## src/rtl/seg_scan_decoder.sv

```systemverilog
// seg_scan_decoder
// Readback decoder for the multiplexed 4-digit 7-segment bus of the stopwatch
// display. Samples the active-low anode/cathode lines, rejects inter-digit
// ghosting with a stability filter, decodes each settled digit to BCD and
// reassembles complete MM:SS frames into binary minutes/seconds.
module seg_scan_decoder #(
  parameter int unsigned SETTLE_CYCLES  = 16,
  parameter int unsigned TIMEOUT_CYCLES = 2000000
) (
  input  logic       clk,
  input  logic       rst_n,
  input  logic [3:0] anode_in,
  input  logic [6:0] seg_in,
  output logic [5:0] minutes,
  output logic [5:0] seconds,
  output logic       frame_valid,
  output logic       decode_err,
  output logic [7:0] err_count,
  output logic       scan_lost
);

  localparam int unsigned SCW = $clog2(SETTLE_CYCLES + 1);
  localparam int unsigned TCW = $clog2(TIMEOUT_CYCLES + 1);
  localparam logic [SCW-1:0] SETTLE_LAST = SCW'(SETTLE_CYCLES - 1);
  localparam logic [TCW-1:0] TIMEOUT_VAL = TCW'(TIMEOUT_CYCLES);

  localparam logic [1:0] ST_IDLE   = 2'd0;
  localparam logic [1:0] ST_SETTLE = 2'd1;
  localparam logic [1:0] ST_HOLD   = 2'd2;

  // {anode[3:0], seg[6:0]}; all ones is the blank bus
  logic [10:0]    sync1_q, sync2_q, cand_q;
  logic [1:0]     state_q, state_d;
  logic [SCW-1:0] scnt_q, scnt_d;
  logic           changed;
  logic           eval;

  logic [3:0]     anode;
  logic [6:0]     seg;
  logic [3:0]     bcd;
  logic           pat_ok;
  logic           anode_idle;
  logic           anode_one;
  logic           dig_ok;
  logic           dig_bad;

  logic [15:0]    digits_q, digits_d;
  logic [3:0]     mask_q, mask_d;
  logic [3:0]     mask_set;
  logic [TCW-1:0] to_cnt_q, to_cnt_d;
  logic           lost_q, lost_d;
  logic           frame_pend_q, frame_pend_d;
  logic           err_pend_q;
  logic           frame_ok;
  logic           any_err;

  logic [5:0]     minutes_q, seconds_q;
  logic           frame_valid_q, decode_err_q;
  logic [7:0]     err_count_q;

  // Two-flop synchronizer followed by the candidate (previous sample) register
  always_ff @(posedge clk or negedge rst_n) begin
    if (!rst_n) begin
      sync1_q <= '1;
      sync2_q <= '1;
      cand_q  <= '1;
    end else begin
      sync1_q <= {anode_in, seg_in};
      sync2_q <= sync1_q;
      cand_q  <= sync2_q;
    end
  end

  assign changed = (sync2_q != cand_q);
  assign anode   = cand_q[10:7];
  assign seg     = cand_q[6:0];

  // Stability filter: count consecutive identical samples, evaluate once settled
  always_comb begin
    state_d = state_q;
    scnt_d  = scnt_q;
    eval    = 1'b0;
    case (state_q)
      ST_IDLE: begin
        if (changed) begin
          state_d = ST_SETTLE;
          scnt_d  = SCW'(1);
        end
      end
      ST_SETTLE: begin
        if (changed) begin
          scnt_d = SCW'(1);
        end else if (scnt_q >= SETTLE_LAST) begin
          eval    = 1'b1;
          state_d = ST_HOLD;
          scnt_d  = '0;
        end else begin
          scnt_d = scnt_q + SCW'(1);
        end
      end
      ST_HOLD: begin
        if (changed) begin
          if (sync2_q[10:7] == 4'hF) begin
            state_d = ST_IDLE;
            scnt_d  = '0;
          end else begin
            state_d = ST_SETTLE;
            scnt_d  = SCW'(1);
          end
        end
      end
      default: begin
        state_d = ST_IDLE;
        scnt_d  = '0;
      end
    endcase
  end

  // Active-low cathode pattern to BCD
  always_comb begin
    pat_ok = 1'b1;
    bcd    = 4'd0;
    case (seg)
      7'b0000001: bcd = 4'd0;
      7'b1001111: bcd = 4'd1;
      7'b0010010: bcd = 4'd2;
      7'b0000110: bcd = 4'd3;
      7'b1001100: bcd = 4'd4;
      7'b0100100: bcd = 4'd5;
      7'b0100000: bcd = 4'd6;
      7'b0001111: bcd = 4'd7;
      7'b0000000: bcd = 4'd8;
      7'b0000100: bcd = 4'd9;
      default:    pat_ok = 1'b0;
    endcase
  end

  assign anode_idle = (anode == 4'hF);
  assign anode_one  = (anode == 4'b0111) || (anode == 4'b1011) ||
                      (anode == 4'b1101) || (anode == 4'b1110);
  assign dig_ok     = eval && anode_one && pat_ok;
  assign dig_bad    = eval && !anode_idle && !(anode_one && pat_ok);
  assign mask_set   = mask_q | ~anode;

  // Digit slots, capture mask and scan-loss timeout
  always_comb begin
    digits_d     = digits_q;
    mask_d       = mask_q;
    to_cnt_d     = to_cnt_q;
    lost_d       = lost_q;
    frame_pend_d = 1'b0;
    if (dig_ok) begin
      for (int i = 0; i < 4; i++) begin
        if (!anode[i]) digits_d[i*4 +: 4] = bcd;
      end
      to_cnt_d = '0;
      lost_d   = 1'b0;
      if (mask_set == 4'hF) begin
        // Frame complete: the mask restarts whether or not the range check passes
        mask_d       = 4'h0;
        frame_pend_d = 1'b1;
      end else begin
        mask_d = mask_set;
      end
    end else begin
      // A rejected digit forgets every slot whose anode was driven low
      if (dig_bad) mask_d = mask_q & anode;
      if (to_cnt_q != TIMEOUT_VAL) to_cnt_d = to_cnt_q + TCW'(1);
      if (to_cnt_d == TIMEOUT_VAL) begin
        lost_d = 1'b1;
        mask_d = 4'h0;
      end
    end
  end

  // Filter state, digit store and timeout registers
  always_ff @(posedge clk or negedge rst_n) begin
    if (!rst_n) begin
      state_q      <= ST_IDLE;
      scnt_q       <= '0;
      digits_q     <= '0;
      mask_q       <= 4'h0;
      to_cnt_q     <= TIMEOUT_VAL;
      lost_q       <= 1'b1;
      frame_pend_q <= 1'b0;
      err_pend_q   <= 1'b0;
    end else begin
      state_q      <= state_d;
      scnt_q       <= scnt_d;
      digits_q     <= digits_d;
      mask_q       <= mask_d;
      to_cnt_q     <= to_cnt_d;
      lost_q       <= lost_d;
      frame_pend_q <= frame_pend_d;
      err_pend_q   <= dig_bad;
    end
  end

  // Tens digits must be 0..5 for a legal MM:SS frame
  assign frame_ok = (digits_q[15:12] <= 4'd5) && (digits_q[7:4] <= 4'd5);
  assign any_err  = err_pend_q || (frame_pend_q && !frame_ok);

  // Frame output stage and saturating error counter
  always_ff @(posedge clk or negedge rst_n) begin
    if (!rst_n) begin
      minutes_q     <= 6'd0;
      seconds_q     <= 6'd0;
      frame_valid_q <= 1'b0;
      decode_err_q  <= 1'b0;
      err_count_q   <= 8'd0;
    end else begin
      frame_valid_q <= frame_pend_q && frame_ok;
      decode_err_q  <= any_err;
      if (frame_pend_q && frame_ok) begin
        minutes_q <= {2'b00, digits_q[15:12]} * 6'd10 + {2'b00, digits_q[11:8]};
        seconds_q <= {2'b00, digits_q[7:4]} * 6'd10 + {2'b00, digits_q[3:0]};
      end
      if (any_err && (err_count_q != 8'hFF)) err_count_q <= err_count_q + 8'd1;
    end
  end

  assign minutes     = minutes_q;
  assign seconds     = seconds_q;
  assign frame_valid = frame_valid_q;
  assign decode_err  = decode_err_q;
  assign err_count   = err_count_q;
  assign scan_lost   = lost_q;

endmodule

```

## config.mk

```make
export PLATFORM = sky130hd
export DESIGN_NAME = seg_scan_decoder
export DESIGN_NICKNAME = d
export VERILOG_FILES = /design/src/rtl/seg_scan_decoder.sv
export SDC_FILE = /design/constraint.sdc
export NUM_CORES = 1
export LEC_CHECK = 0
export BUFFER_PORTS_ARGS = -buffer_cell sky130_fd_sc_hd__buf_2
export CORE_ASPECT_RATIO = 0.7
export CORE_UTILIZATION = 63
export CTS_BUF_LIST = sky130_fd_sc_hd__clkbuf_8
export CTS_CLUSTER_DIAMETER = 150
export DETAILED_ROUTE_END_ITERATION = 7
export HOLD_SLACK_MARGIN = 0.1
export PLACE_DENSITY = 0.82
export SYNTH_ARGS = -nofsm -noshare
export SYNTH_HDL_FRONTEND = slang
export SYNTH_SLANG_ARGS = --single-unit
```

## constraint.sdc

```tcl
create_clock -name clk -period 2.9 [get_ports clk]
set_input_delay 0.58 -clock clk [delete_from_list [all_inputs] [get_ports clk]]
set_output_delay 0.58 -clock clk [all_outputs]
set_load 0.01 [all_outputs]
```

After elaboration in Yosys (flattened, before gate mapping) --
Index checks and enable logic that the tools add are counted.
Storage, ports and cells: register bits 106, output and inout port bits 23
Operators by class: add/subtract/negate cells 5, multipliers 2, magnitude comparators 3, equal/unequal tests 26, multiplexer cells 28, bitwise operators 7, reduce and logical (&&, ||, !) cells 27
Operators with widths (number):
- $mux W21 | 3
- $pmux W4 S9 | 1
- $eq A4 B4 Y1 const B | 6
- $add A21 B1 Y21 const B | 1
- $eq A21 B21 Y1 const B | 1
- $ne A21 B21 Y1 const B | 1
- $mux W5 | 4
- $mux W4 | 4
- $pmux W5 S3 | 1
- $eq A7 B3 Y1 const B | 2
- $eq A7 B6 Y1 const B | 2
- $eq A7 B7 Y1 const B | 2
- $add A6 B4 Y6 | 2
- $ne A11 B11 Y1 | 1
- $mul A4 B3 Y5 const B | 2
- $mux W1 | 10
- $reduce_and A2 Y1 | 5
- $reduce_or A10 Y1 | 1
- $logic_and A1 B1 Y1 | 9
- $add A8 B1 Y8 const B | 1
- $le A4 B3 Y1 const B | 2
- $mux W2 | 4
- $ne A2 B2 Y1 const B | 4
- $ne A8 B8 Y1 const B | 1
- other kinds (20) | 28

Logic depth before layout (Yosys ltp) --
Gate-level depths: netlist (run 1).
word-level depth 10, gate-level depth with buffers 9, mapped depth without buffers 8

Worst setup path after synthesis (run 1) --
No wires, ideal clock.
kind reg2reg, from register scnt_q[0], to register mask_q[1], arrival 2150 ps, data required time 2778 ps, path slack 628 ps, cell stages (with the launch flop) 10, buffers on the path 1, period minus slack after synthesis 2272 ps, cell sequence dfrtp_1 -> ha_1 -> and3_1 -> ha_1 -> a211o_1 -> and4_1 -> o2111ai_4 -> buf_6 -> and2b_1 -> a32o_1
Between the ends: word-level cells in the longest chain between the ends 7
Ends and longest elaborated chain:
- start, declared | RTL line 34 | logic [SCW-1:0] scnt_q, scnt_d;
- start signal, assigned | RTL line 189 | scnt_q <= scnt_d;
- $ge A5 B4 Y1 * | RTL line 93 | end else if (scnt_q >= SETTLE_LAST) begin
- $mux W1 * | RTL line 93
- $mux W1 * | RTL line 91 | if (changed) begin
- $mux W1 * | RTL line 83 | case (state_q)
- $logic_and A1 B1 Y1, on equally long branches (2 in series) | RTL line 141, 142
- $reduce_bool A3 Y1 (no source line) or $mux W4 (tied branches)
- end signal, assigned | RTL line 191 | mask_q <= mask_d;
- end, declared | RTL line 48 | logic [3:0] mask_q, mask_d;
Mark *: on every way between the ends. The rest lies on a longest branch, timed or not. A chain may end at the register's enable or synchronous reset.

Worst setup path after layout (run 1) --
from register scnt_q[0], to register digits_q[15]
Between the ends: word-level cells in the longest chain between the ends 7
Ends and longest elaborated chain:
- $ge A5 B4 Y1 | RTL line 93
- $mux W1 | RTL line 93
- $mux W1 | RTL line 91
- $mux W1 | RTL line 83
- $logic_and A1 B1 Y1 (2 in series) | RTL line 141 | assign dig_ok = eval && anode_one && pat_ok;
- $reduce_and A2 Y1 (no source line)
- end signal, assigned | RTL line 190 | digits_q <= digits_d;
- end, declared | RTL line 47 | logic [15:0] digits_q, digits_d;
No other way between the ends.

==> impl_metrics.py, run 1 <==
metrics = {
    "cts": {
        "ctsResizeCount": 0,
        "cts_post_setup_buffers_inserted": 0,
        "clkLatencyLatePin_ps": 390,
        "cts_buffers": 9,
        "clkTransAtPathRegs_ps": 100,
        "cts.htree.levels": 3,
        "tritoncts": "done",
        "clock_path_buffers": 2,
        "postCtsHoldBufs": 0,
        "cts_root_buffer": "sky130_fd_sc_hd__clkbuf_8",
        "clkSinkCount": 106,
    },
    "power": {
        "intPower_mw": 1.88,
        "clockPowerShare": 0.347,
        "cellPowerDensity_nw_per_um2": 440,
        "seqPwrFrac": 0.619,
        "p_sw_frac": 0.250,
        "power.net_switching_uw": 626,
        "power_total_mw": 2.51,
        "combPwrFrac": 0.034,
        "leakage_nw": 2.60,
        "vdd_ir_drop_max_mv": 0.429,
    },
    "grt": {
        "grt_util_all_layers": 0.248,
        "first_global_vias": 3542,
        "globalRoute.totalOverflow": 0,
        "pin_count_of_the_biggest_net_entering_global_routing": 58,
        "global_route_wire_length_before_repair_um": 16900,
        "grt_antenna_before_repair": 0,
    },
    "finish": {
        "antenna_cells": 0,
        "syn_to_final_growth_pct": 7.85,
        "finalInstanceArea_sq_um": 5690,
        "layout.cells.most_common_list": "sky130_fd_sc_hd__dfrtp_1 (65), sky130_fd_sc_hd__nand2_1 (44), sky130_fd_sc_hd__dfstp_2 (41), sky130_fd_sc_hd__nor2_1 (37), sky130_fd_sc_hd__buf_2 (34)",
        "num-nets-final": 547,
        "final_common_cell": "sky130_fd_sc_hd__dfrtp_1",
        "fraction_of_final_layout_cells_with_drive_strength_greater_than_1": 0.250,
        "stdcell_count": 621,
        "postLayoutCoreUtil": 0.714,
    },
    "yosys": {
        "synthDominantCellAreaShare": 0.308,
        "synth_cell_type_count": 62,
        "synth-seq-cells": 106,
        "post_synth_arst_share": 1.00,
        "ys.flop_type": "sky130_fd_sc_hd__dfrtp_1",
        "synth_area_sq_um": 5280,
        "synthCells": 485,
        "synth.net_count": 517,
        "netlist.top_cell.by_area": "sky130_fd_sc_hd__dfrtp_1",
        "synth_seq_area_share": 0.512,
        "syn_avg_cell_area_sq_um": 10.9,
        "synth_enable_flop_cells": 0,
        "largest_cells_by_area_after_synthesis": "sky130_fd_sc_hd__dfrtp_1 (31%), sky130_fd_sc_hd__dfstp_2 (20%), sky130_fd_sc_hd__xor2_1 (4.8%)",
        "synth.yosys.warnings": 0,
    },
    "timing": {
        "slew_violations": 0,
        "finalHoldViolCount": 0,
        "final_period_minus_worst_setup_slack_ps": 2640,
        "worst_slew_pin_slew_ps": 694,
        "rsz0062_at_grt": "false",
        "max_freq_ghz": 0.379,
        "report.final.setup_viol": 0,
        "timing.max_slew.rel_slack": 0.536,
        "layout_worst_path_cycle_share": 0.910,
        "clock_skew_ps": 10.9,
        "totalNegativeSetupSlack_ps": 0,
    },
    "worst_setup_path": {
        "timing.setup.critical_path_class": "flip-flop to flip-flop",
        "timing.critical_path.to_type": "flip-flop",
        "cp.required_ps": 3180,
        "r2r_worst_path_depth": 8,
        "reg2reg_to": "digits_q[15]",
        "ff_to_ff_setup_slack_ps": 260,
        "timing.critical_path.fanout_max": 14,
        "r2r_start": "scnt_q[0]",
        "startpoint_types": "flip-flop",
        "crit_arrival_ps": 2920,
    },
    "route": {
        "drtPass1Iterations": 6,
        "route.detailed.wl_per_inst_um": 15.9,
        "vias_per_cell": 5.94,
        "detailroute.via_count": 3690,
        "ant_nets": 0,
        "drt-total-wl_um": 9870,
        "post_route_drc": 10,
        "drtIter0Drc": 257,
    },
    "place": {
        "routabilityCongestion": 0.869,
        "port_buffers": 35,
        "placed_cell_area_sq_um": 5510,
        "dp.final_hpwl_um": 7050,
        "cell_count_post_placement": 605,
    },
    "floorplan": {
        "die_footprint_sq_um": 8750,
        "ioPinCount": 36,
        "rows": 27,
        "core-area_sq_um": 7970,
        "starting_utilization_of_the_core_area": 0.662,
        "dieHeight_um": 78.6,
        "die_width_um": 111,
    },
    "outcome": {
        "status": "finished, violations left",
        "failed_checks": "design-rule violations",
    },
    "hold_path": {
        "hold_path.class": "input pin to asynchronous set/reset pin",
    },
    "run": {
        "cap_viol_max_count": 0,
    },
}
routing by layer:
metal  wire (um)  vias up  track usage
li1            -     1765            -
met1        4690     1801        0.341
met2        4520      110        0.389
met3         531       14       0.0633
met4         123        0       0.0797
met5           0        -            0
critical path, cell delays in order (launching register included):
cell	delay, ps
sky130_fd_sc_hd__dfrtp_1	400
sky130_fd_sc_hd__ha_1	200
sky130_fd_sc_hd__and3_1	160
sky130_fd_sc_hd__ha_1	240
sky130_fd_sc_hd__a211o_1	240
sky130_fd_sc_hd__and4_1	310
sky130_fd_sc_hd__o2111ai_4	310
sky130_fd_sc_hd__nor2_2	300
sky130_fd_sc_hd__mux2_2	370
worst max-delay path by stage:
stage,start,to,slack [ps]
floorplan,scnt_q[0],mask_q[1],630
global placement,scnt_q[0],digits_q[11],450
detailed placement,scnt_q[0],digits_q[6],300
CTS,scnt_q[0],digits_q[15],290
global route,scnt_q[0],digits_q[10],80
finish,scnt_q[0],digits_q[15],260
layout make-up:
cell class | instances | area [sq um]
Multi-Input combinational cell | 341 | 2390
Tap cell | 101 | 126
Timing Repair Buffer | 38 | 213
Inverter | 19 | 71.3
Clock buffer | 9 | 124
Sequential cell | 106 | 2700
Clock inverter | 7 | 61.3
Fill cell | 595 | 2280
cells in the mapped netlist, types with 4 or more instances:
cell type / number
sky130_fd_sc_hd__dfrtp_1: 65
sky130_fd_sc_hd__nand2_1: 44
sky130_fd_sc_hd__dfstp_2: 41
sky130_fd_sc_hd__nor2_1: 37
sky130_fd_sc_hd__xor2_1: 29
sky130_fd_sc_hd__o21ai_0: 20
sky130_fd_sc_hd__xnor2_1: 20
sky130_fd_sc_hd__inv_1: 19
sky130_fd_sc_hd__ha_1: 17
sky130_fd_sc_hd__mux2_2: 17
sky130_fd_sc_hd__a21oi_1: 13
sky130_fd_sc_hd__nand3_1: 13
sky130_fd_sc_hd__nand4_1: 10
sky130_fd_sc_hd__and3_1: 7
sky130_fd_sc_hd__buf_2: 7
sky130_fd_sc_hd__clkbuf_1: 7
sky130_fd_sc_hd__nand2b_1: 7
sky130_fd_sc_hd__nor3_1: 7
sky130_fd_sc_hd__nor4_1: 7
sky130_fd_sc_hd__a21boi_0: 6
sky130_fd_sc_hd__nor2b_1: 6
sky130_fd_sc_hd__and4_1: 5
sky130_fd_sc_hd__nor3b_1: 5
sky130_fd_sc_hd__o22ai_1: 5
sky130_fd_sc_hd__and2_1: 4
sky130_fd_sc_hd__nor2_2: 4
sky130_fd_sc_hd__o21a_1: 4
registers in the layout (all words and copies together), names as in the netlist:
name / count
cand_q: 11
decode_err: 1
digits_q: 16
err_count: 8
err_pend_q: 1
frame_pend_q: 1
frame_valid: 1
mask_q: 4
minutes: 6
scan_lost: 1
scnt_q: 5
seconds: 6
state_q: 2
sync1_q: 11
sync2_q: 11
to_cnt_q: 21
power by group through the flow:
stage	clock network, mW	logic (mW)	registers, mW
finish	0.869	0.0852	1.55
floorplan	0	0.0590	1.56
detailed placement	0	0.0873	1.58
CTS	0.902	0.0879	1.55
global route	0.946	0.0981	1.56
global placement	0	0.0845	1.58
stage by stage:
stage / worst slack [ps] / hold slack (ps)
finish: 262 / 202
global route: 77.3 / 250
CTS: 286 / 219
detailed placement: 303 / 347
global placement: 452 / 346
floorplan: 628 / 284
cells by family (layout without fill, tap and decap cells):
family | Yosys count | after routing | share of synthesized area
simple gates | 176 | 176 | 0.182
flops | 106 | 106 | 0.512
compound gates | 77 | 77 | 0.0996
xor+xnor | 49 | 49 | 0.0813
buf+inv | 38 | 73 | 0.0344
mux | 20 | 20 | 0.0420
fa+ha+maj | 19 | 19 | 0.0479
(Power assumes the default switching activity.)
==> inputs of run 2 (changes only) <==
--- a/config.mk
+++ b/config.mk
@@ -7,12 +7,12 @@
 export LEC_CHECK = 0
 export BUFFER_PORTS_ARGS = -buffer_cell sky130_fd_sc_hd__buf_2
 export CORE_ASPECT_RATIO = 0.7
-export CORE_UTILIZATION = 63
+export CORE_UTILIZATION = 67
 export CTS_BUF_LIST = sky130_fd_sc_hd__clkbuf_8
 export CTS_CLUSTER_DIAMETER = 150
 export DETAILED_ROUTE_END_ITERATION = 7
 export HOLD_SLACK_MARGIN = 0.1
-export PLACE_DENSITY = 0.82
+export PLACE_DENSITY = 0.86
 export SYNTH_ARGS = -nofsm -noshare
 export SYNTH_HDL_FRONTEND = slang
 export SYNTH_SLANG_ARGS = --single-unit
==> constraint.sdc (replaced) <==
create_clock -name clk -period 3.2 [get_ports clk]
set_input_delay 0.64 -clock clk [delete_from_list [all_inputs] [get_ports clk]]
set_output_delay 0.64 -clock clk [all_outputs]
set_load 0.01 [all_outputs]
==> run 2 against run 1 <==
  * The flow now finishes without violations
  * Worst setup slack better by 260 ps
  * Clock skew about the same
  * Sequential power is 9% lower
  * Count of clock-buffer cells in the layout did not move
  * Design area up 0.22%
  * Sequential share of layout area fell by 0.10 points
  * Cell count down 0.32%
  * Critical path type unchanged
  * Largest cell class unchanged
  * Largest power group unchanged
  * Highest routed layer unchanged
==> impl_metrics.py, run 2 (synthesized netlist as in run 1, its figures left out) <==
metrics = {
    "cts": {
        "ctsResizeCount": 0,
        "clkLatencyLatePin_ps": 390,
        "clkTransAtPathRegs_ps": 110,
        "cts_post_setup_buffers_inserted": 0,
        "cts_root_buffer": "sky130_fd_sc_hd__clkbuf_8",
        "cts_buffers": 9,
        "tritoncts": "done",
        "clkSinkCount": 106,
        "postCtsHoldBufs": 0,
        "clock_path_buffers": 2,
        "cts.htree.levels": 3,
    },
    "finish": {
        "largestRegisters": "to_cnt_q x21, digits_q x16",
        "final_common_cell": "sky130_fd_sc_hd__dfrtp_1",
        "fraction_of_final_layout_cells_with_drive_strength_greater_than_1": 0.251,
        "num-nets-final": 548,
        "layout.cells.most_common_list": "sky130_fd_sc_hd__dfrtp_1 (65), sky130_fd_sc_hd__nand2_1 (44), sky130_fd_sc_hd__dfstp_2 (41), sky130_fd_sc_hd__nor2_1 (37), sky130_fd_sc_hd__buf_2 (34)",
        "registers.top_by_ff_count": "to_cnt_q",
        "antenna_cells": 0,
        "number_of_flip_flops_in_the_largest_register": 21,
        "seq_area_sq_um": 2700,
        "syn_to_final_growth_pct": 8.09,
        "multi_input_area_sq_um": 2390,
        "filler_cell_count": 511,
    },
    "timing": {
        "clock_skew_ps": 11.2,
        "report.final.setup_viol": 0,
        "totalNegativeSetupSlack_ps": 0,
        "whs_ps": 214,
        "rsz0062_at_grt": "false",
        "slew_violations": 0,
        "timing.max_slew.rel_slack": 0.562,
        "fin_ws_ps": 525,
        "final_period_minus_worst_setup_slack_ps": 2680,
        "worst_slew_pin_slew_ps": 656,
        "max_freq_ghz": 0.374,
        "layout_worst_path_cycle_share": 0.836,
        "finalHoldViolCount": 0,
    },
    "worst_setup_path": {
        "crit_arrival_ps": 2950,
        "timing.critical_path.mode_cell": "sky130_fd_sc_hd__ha_1",
        "ff_to_ff_setup_slack_ps": 520,
        "startpoint_types": "flip-flop",
        "timing.critical_path.fanout_max": 14,
        "library_cell_contributing_the_largest_single_delay_on_the_critical_path": "sky130_fd_sc_hd__dfrtp_1",
        "cp.required_ps": 3470,
        "timing.critical_path.to_type": "flip-flop",
        "slowest_delay_ps": 430,
        "crit_path_cell_trace": "ha_1, and3_1, ha_1, a211o_1, and4_1, o2111ai_4, nor2_2, mux2_2",
        "timing.setup.critical_path_class": "flip-flop to flip-flop",
    },
    "grt": {
        "grt_util_all_layers": 0.266,
        "global_route_wire_length_before_repair_um": 17000,
        "pin_count_of_the_biggest_net_entering_global_routing": 48,
        "globalRoute.totalOverflow": 0,
        "grt_antenna_before_repair": 0,
        "first_global_vias": 3573,
    },
    "floorplan": {
        "core-area_sq_um": 7450,
        "ioPinCount": 36,
        "die_footprint_sq_um": 8240,
        "starting_utilization_of_the_core_area": 0.708,
        "dieHeight_um": 76.2,
        "rows": 26,
        "die_width_um": 108,
    },
    "route": {
        "vias_per_cell": 5.92,
        "drtPass1Iterations": 5,
        "drtIter0Drc": 301,
        "drt-total-wl_um": 9710,
        "route.detailed.wl_per_inst_um": 15.7,
        "post_route_drc": 0,
        "detailroute.via_count": 3666,
        "ant_nets": 0,
    },
    "outcome": {
        "status": "finished clean",
    },
    "place": {
        "placement.setup.worst_slack_ps": 577,
        "routabilityCongestion": 0.864,
        "dp.final_hpwl_um": 6990,
        "port_buffers": 35,
    },
    "power": {
        "cellPowerDensity_nw_per_um2": 403,
        "seqPwrFrac": 0.612,
        "combPwrFrac": 0.035,
        "intPower_mw": 1.71,
        "leakage_nw": 2.61,
        "power.net_switching_uw": 589,
        "vdd_ir_drop_max_mv": 0.327,
        "clockPowerShare": 0.354,
        "p_sw_frac": 0.256,
    },
    "run": {
        "cap_viol_max_count": 0,
    },
    "hold_path": {
        "hold_path.class": "input pin to asynchronous set/reset pin",
    },
}
## run 2: cell types whose count changed in the layout (fill, tap and decap cells not counted), sizes merged
cell,delta
buf,+1
clkinv,+1
clkinvlp,-1
## run 2: metal layers
| layer | track usage | share of wire |
|---|---|---|
| met1 | 0.393 | 0.48 |
| met2 | 0.395 | 0.44 |
| met3 | 0.0590 | 0.059 |
| met4 | 0.0808 | 0.014 |
| met5 | 0 | 0 |
## run 2: worst paths after layout
check	end	cells after the start	from
worst min register to register	sync2_q[3]	0	sync1_q[3]
min in group clk	sync1_q[0]	1	seg_in[0]
worst min-delay path	digits_q[12]	1	rst_n
worst max register to register	digits_q[0]	8	scnt_q[0]
worst max-delay path	digits_q[0]	8	scnt_q[0]
max in group asynchronous	to_cnt_q[15]	2	rst_n
## run 2: power by group through the flow
stage / Clock [mW] / Combinational (mW) / Sequential, mW
6_report: 0.814 / 0.0798 / 1.41
5_1_grt: 0.886 / 0.0908 / 1.41
4_1_cts: 0.825 / 0.0814 / 1.41
3_5_place_dp: 0 / 0.0802 / 1.43
3_3_place_gp: 0 / 0.0773 / 1.43
2_1_floorplan: 0 / 0.0534 / 1.41
## run 2: per-stage QoR
step	total power, mW	cells	util	cell area [sq um]
floorplan	1.46	485	-	5280
global placement	1.51	603	0.740	5510
detailed placement	1.51	603	0.740	5510
CTS	2.31	619	0.766	5700
global route	2.39	619	0.766	5700
finish	2.30	619	0.766	5700
## run 2: critical path: cells and delay by family (launching register included)
family / cells / cell delay (ps)
simple gates: 3 / 760
mux: 1 / 370
compound gates: 2 / 540
fa+ha+maj: 2 / 470
flops: 1 / 430
## run 2: area by class of cell
cell class              instances  share of cell area
clock buffers                   9              0.0217
clock inverters                 7              0.0123
inverters                      19              0.0125
multi-input cells             341               0.419
flip-flops and latches        106               0.474
well taps                      98              0.0215
repair buffers                 39              0.0386
==> inputs of run 3 (changes only) <==
--- a/config.mk
+++ b/config.mk
@@ -7,12 +7,12 @@
 export LEC_CHECK = 0
 export BUFFER_PORTS_ARGS = -buffer_cell sky130_fd_sc_hd__buf_2
 export CORE_ASPECT_RATIO = 0.7
-export CORE_UTILIZATION = 67
+export CORE_UTILIZATION = 63
 export CTS_BUF_LIST = sky130_fd_sc_hd__clkbuf_8
 export CTS_CLUSTER_DIAMETER = 150
 export DETAILED_ROUTE_END_ITERATION = 7
 export HOLD_SLACK_MARGIN = 0.1
-export PLACE_DENSITY = 0.86
+export PLACE_DENSITY = 0.82
 export SYNTH_ARGS = -nofsm -noshare
 export SYNTH_HDL_FRONTEND = slang
 export SYNTH_SLANG_ARGS = --single-unit
==> constraint.sdc (replaced) <==
create_clock -name clk -period 2.5 [get_ports clk]
set_input_delay 0.5 -clock clk [delete_from_list [all_inputs] [get_ports clk]]
set_output_delay 0.5 -clock clk [all_outputs]
set_load 0.01 [all_outputs]
==> run 3 against run 2 <==
  * The flow now finishes with violations (design-rule violations)
  * Design area rose by 5.0%
  * Global-route usage fell by 0.63 points
  * Fmax rose by 11%
  * Clock skew is 3.6 ps lower
  * Core utilization down 1.5 points
  * Worst setup slack got worse by 430 ps
  * Cell count increased by 4.8%
  * Power is 28% higher
  * Largest power group unchanged
==> impl_metrics.py, run 3 (synthesized netlist as in run 1, its figures left out) <==
metrics = {
    "outcome": {
        "status": "finished, violations left",
        "failed_checks": "design-rule violations",
    },
    "grt": {
        "global_route_wire_length_before_repair_um": 17700,
        "grt_antenna_before_repair": 0,
        "met1_resource_use_gr": 0.349,
        "first_global_vias": 3728,
        "grt_util_met3": 0.0672,
        "groute.layer.met2.usage": 0.409,
        "grt_util_all_layers": 0.260,
        "globalRoute.totalOverflow": 0,
        "pin_count_of_the_biggest_net_entering_global_routing": 56,
        "grt-busiest-layer": "met2",
    },
    "power": {
        "power_total_mw": 2.95,
        "vdd_ir_drop_max_mv": 0.533,
        "clockPowerShare": 0.349,
        "leakage_nw": 2.74,
        "combPwrFrac": 0.044,
        "power.net_switching_uw": 750,
        "seqPwrFrac": 0.607,
        "cellPowerDensity_nw_per_um2": 493,
        "intPower_mw": 2.20,
        "p_sw_frac": 0.254,
    },
    "place": {
        "routabilityCongestion": 0.912,
        "dp.final_hpwl_um": 7520,
        "placement.setup.worst_slack_ps": 17.1,
        "port_buffers": 35,
        "cell_count_post_placement": 620,
    },
    "timing": {
        "finalHoldViolCount": 0,
        "layout_worst_path_cycle_share": 0.963,
        "max_freq_ghz": 0.415,
        "slew_violations": 0,
        "worst_slew_pin_slew_ps": 754,
        "timing.max_slew.rel_slack": 0.496,
        "clock_skew_ps": 7.61,
        "report.final.setup_viol": 0,
        "final_period_minus_worst_setup_slack_ps": 2410,
        "fin_ws_ps": 92.1,
        "totalNegativeSetupSlack_ps": 0,
    },
    "finish": {
        "stdcell_count": 649,
        "layout.cells.most_common_list": "sky130_fd_sc_hd__dfrtp_1 (63), sky130_fd_sc_hd__nand2_1 (44), sky130_fd_sc_hd__dfstp_2 (41), sky130_fd_sc_hd__nor2_1 (37), sky130_fd_sc_hd__buf_2 (34)",
        "filler_cell_count": 525,
        "largestRegisters": "to_cnt_q x21, digits_q x16",
        "final_common_cell": "sky130_fd_sc_hd__dfrtp_1",
        "syn_to_final_growth_pct": 13.5,
        "number_of_flip_flops_in_the_largest_register": 21,
        "fraction_of_final_layout_cells_with_drive_strength_greater_than_1": 0.301,
        "registers.top_by_ff_count": "to_cnt_q",
        "antenna_cells": 0,
        "num-nets-final": 575,
    },
    "worst_setup_path": {
        "crit_arrival_ps": 2690,
        "r2r_worst_path_depth": 8,
        "cpLargestDelayFamily": "simple AND/OR/NAND/NOR gates",
        "timing.critical_path.buf_inv": 1,
        "timing.critical_path.fanout_max": 5,
        "timing.critical_path.depth": 8,
        "reg2reg_to": "mask_q[1]",
        "timing.setup.critical_path_class": "flip-flop to flip-flop",
        "startpoint_types": "flip-flop",
        "timing.critical_path.to_type": "flip-flop",
        "cp.required_ps": 2780,
        "r2r_start": "to_cnt_q[0]",
        "slowest_delay_ps": 460,
        "crit_path_cell_trace": "inv_1, ha_1, nand4_1, or4_4, nor4_4, o2111ai_2, or3_4, a32o_1",
        "ff_to_ff_setup_slack_ps": 90,
        "library_cell_contributing_the_largest_single_delay_on_the_critical_path": "sky130_fd_sc_hd__or4_4",
    },
    "route": {
        "detailroute.via_count": 3899,
        "drt-total-wl_um": 11000,
        "drtPass1Iterations": 6,
        "post_route_drc": 10,
        "route.detailed.wl_per_inst_um": 16.9,
        "drtIter0Drc": 286,
        "vias_per_cell": 6.01,
        "ant_nets": 0,
    },
    "cts": {
        "cts_root_buffer": "sky130_fd_sc_hd__clkbuf_8",
        "clkSinkCount": 106,
        "cts_buffers": 9,
        "clkLatencyLatePin_ps": 390,
        "tritoncts": "done",
        "clock_path_buffers": 2,
        "cts.htree.levels": 3,
        "clkTransAtPathRegs_ps": 110,
    },
    "floorplan": {
        "rows": 27,
        "die_width_um": 111,
        "ioPinCount": 36,
        "starting_utilization_of_the_core_area": 0.662,
        "die_footprint_sq_um": 8750,
        "core-area_sq_um": 7970,
        "dieHeight_um": 78.6,
    },
    "hold_path": {
        "hold_path.class": "input pin to flip-flop",
        "hold-path-cell-count": 1,
        "holdCritStartpoint": "seg_in[3]",
        "worstHoldEndpoint": "sync1_q[3]",
    },
    "run": {
        "cap_viol_max_count": 0,
    },
}
run 3: cell types whose count changed in the layout (fill, tap and decap cells not counted), sizes merged:
cell	before	now
dlygate4sd3	0	1
o2111ai	2	3
buf	39	64
clkinv	2	1
inv	23	24
run 3: layout make-up:
class / count / area, sq um / area share
Multi-Input combinational cell: 342 / 2460 / 0.411
Tap cell: 101 / 126 / 0.0211
Inverter: 19 / 71.3 / 0.0119
Clock buffer: 9 / 124 / 0.0207
Timing Repair Buffer: 65 / 430 / 0.0719
Clock inverter: 7 / 65.1 / 0.0109
Sequential cell: 106 / 2710 / 0.452
run 3: worst max path at each step:
stage	from	to	slack [ps]
global route	scnt_q[0]	digits_q[5]	-20
floorplan	scnt_q[0]	mask_q[1]	230
finish	to_cnt_q[0]	mask_q[1]	90
CTS	scnt_q[0]	digits_q[9]	10
global placement	to_cnt_q[1]	mask_q[1]	130
detailed placement	to_cnt_q[1]	mask_q[1]	20
run 3: power groups by stage:
stage / Sequential (mW) / Combinational (mW) / Clock [mW]
5_1_grt: 1.80 / 0.146 / 1.12
3_3_place_gp: 1.82 / 0.119 / 0
2_1_floorplan: 1.80 / 0.0684 / 0
6_report: 1.79 / 0.130 / 1.03
4_1_cts: 1.79 / 0.125 / 1.06
3_5_place_dp: 1.82 / 0.123 / 0
run 3: per-layer routing:
metal  vias up  part of all wire  wire, um
met5         -                 0         0
met4         0             0.016       176
met3        19             0.063       693
met2       139              0.46      5020
met1      1922              0.46      5090
li1       1819                 -         -
run 3: worst register-to-register path, cell delays in order, from the launching register on:
cell	delay (ps)
sky130_fd_sc_hd__dfrtp_2	450
sky130_fd_sc_hd__inv_1	120
sky130_fd_sc_hd__ha_1	160
sky130_fd_sc_hd__nand4_1	80
sky130_fd_sc_hd__or4_4	460
sky130_fd_sc_hd__nor4_4	240
sky130_fd_sc_hd__o2111ai_2	180
sky130_fd_sc_hd__or3_4	380
sky130_fd_sc_hd__a32o_1	250
run 3: what timing repair did:
item                       CTS  global route
resized for setup            0            14
pin swaps                    1             4
setup buffers                3             8
hold endpoints to repair    20             0
cloned                       0             1
hold buffers                 1             0
setup endpoints to repair    1            19
run 3: through the flow:
| step | util | cell area, sq um | hold slack (ps) |
|---|---|---|---|
| floorplan | - | 5280 | 204 |
| global placement | 0.706 | 5630 | 345 |
| detailed placement | 0.706 | 5630 | 347 |
| CTS | 0.734 | 5850 | 177 |
| global route | 0.751 | 5990 | 175 |
| finish | 0.751 | 5990 | 196 |
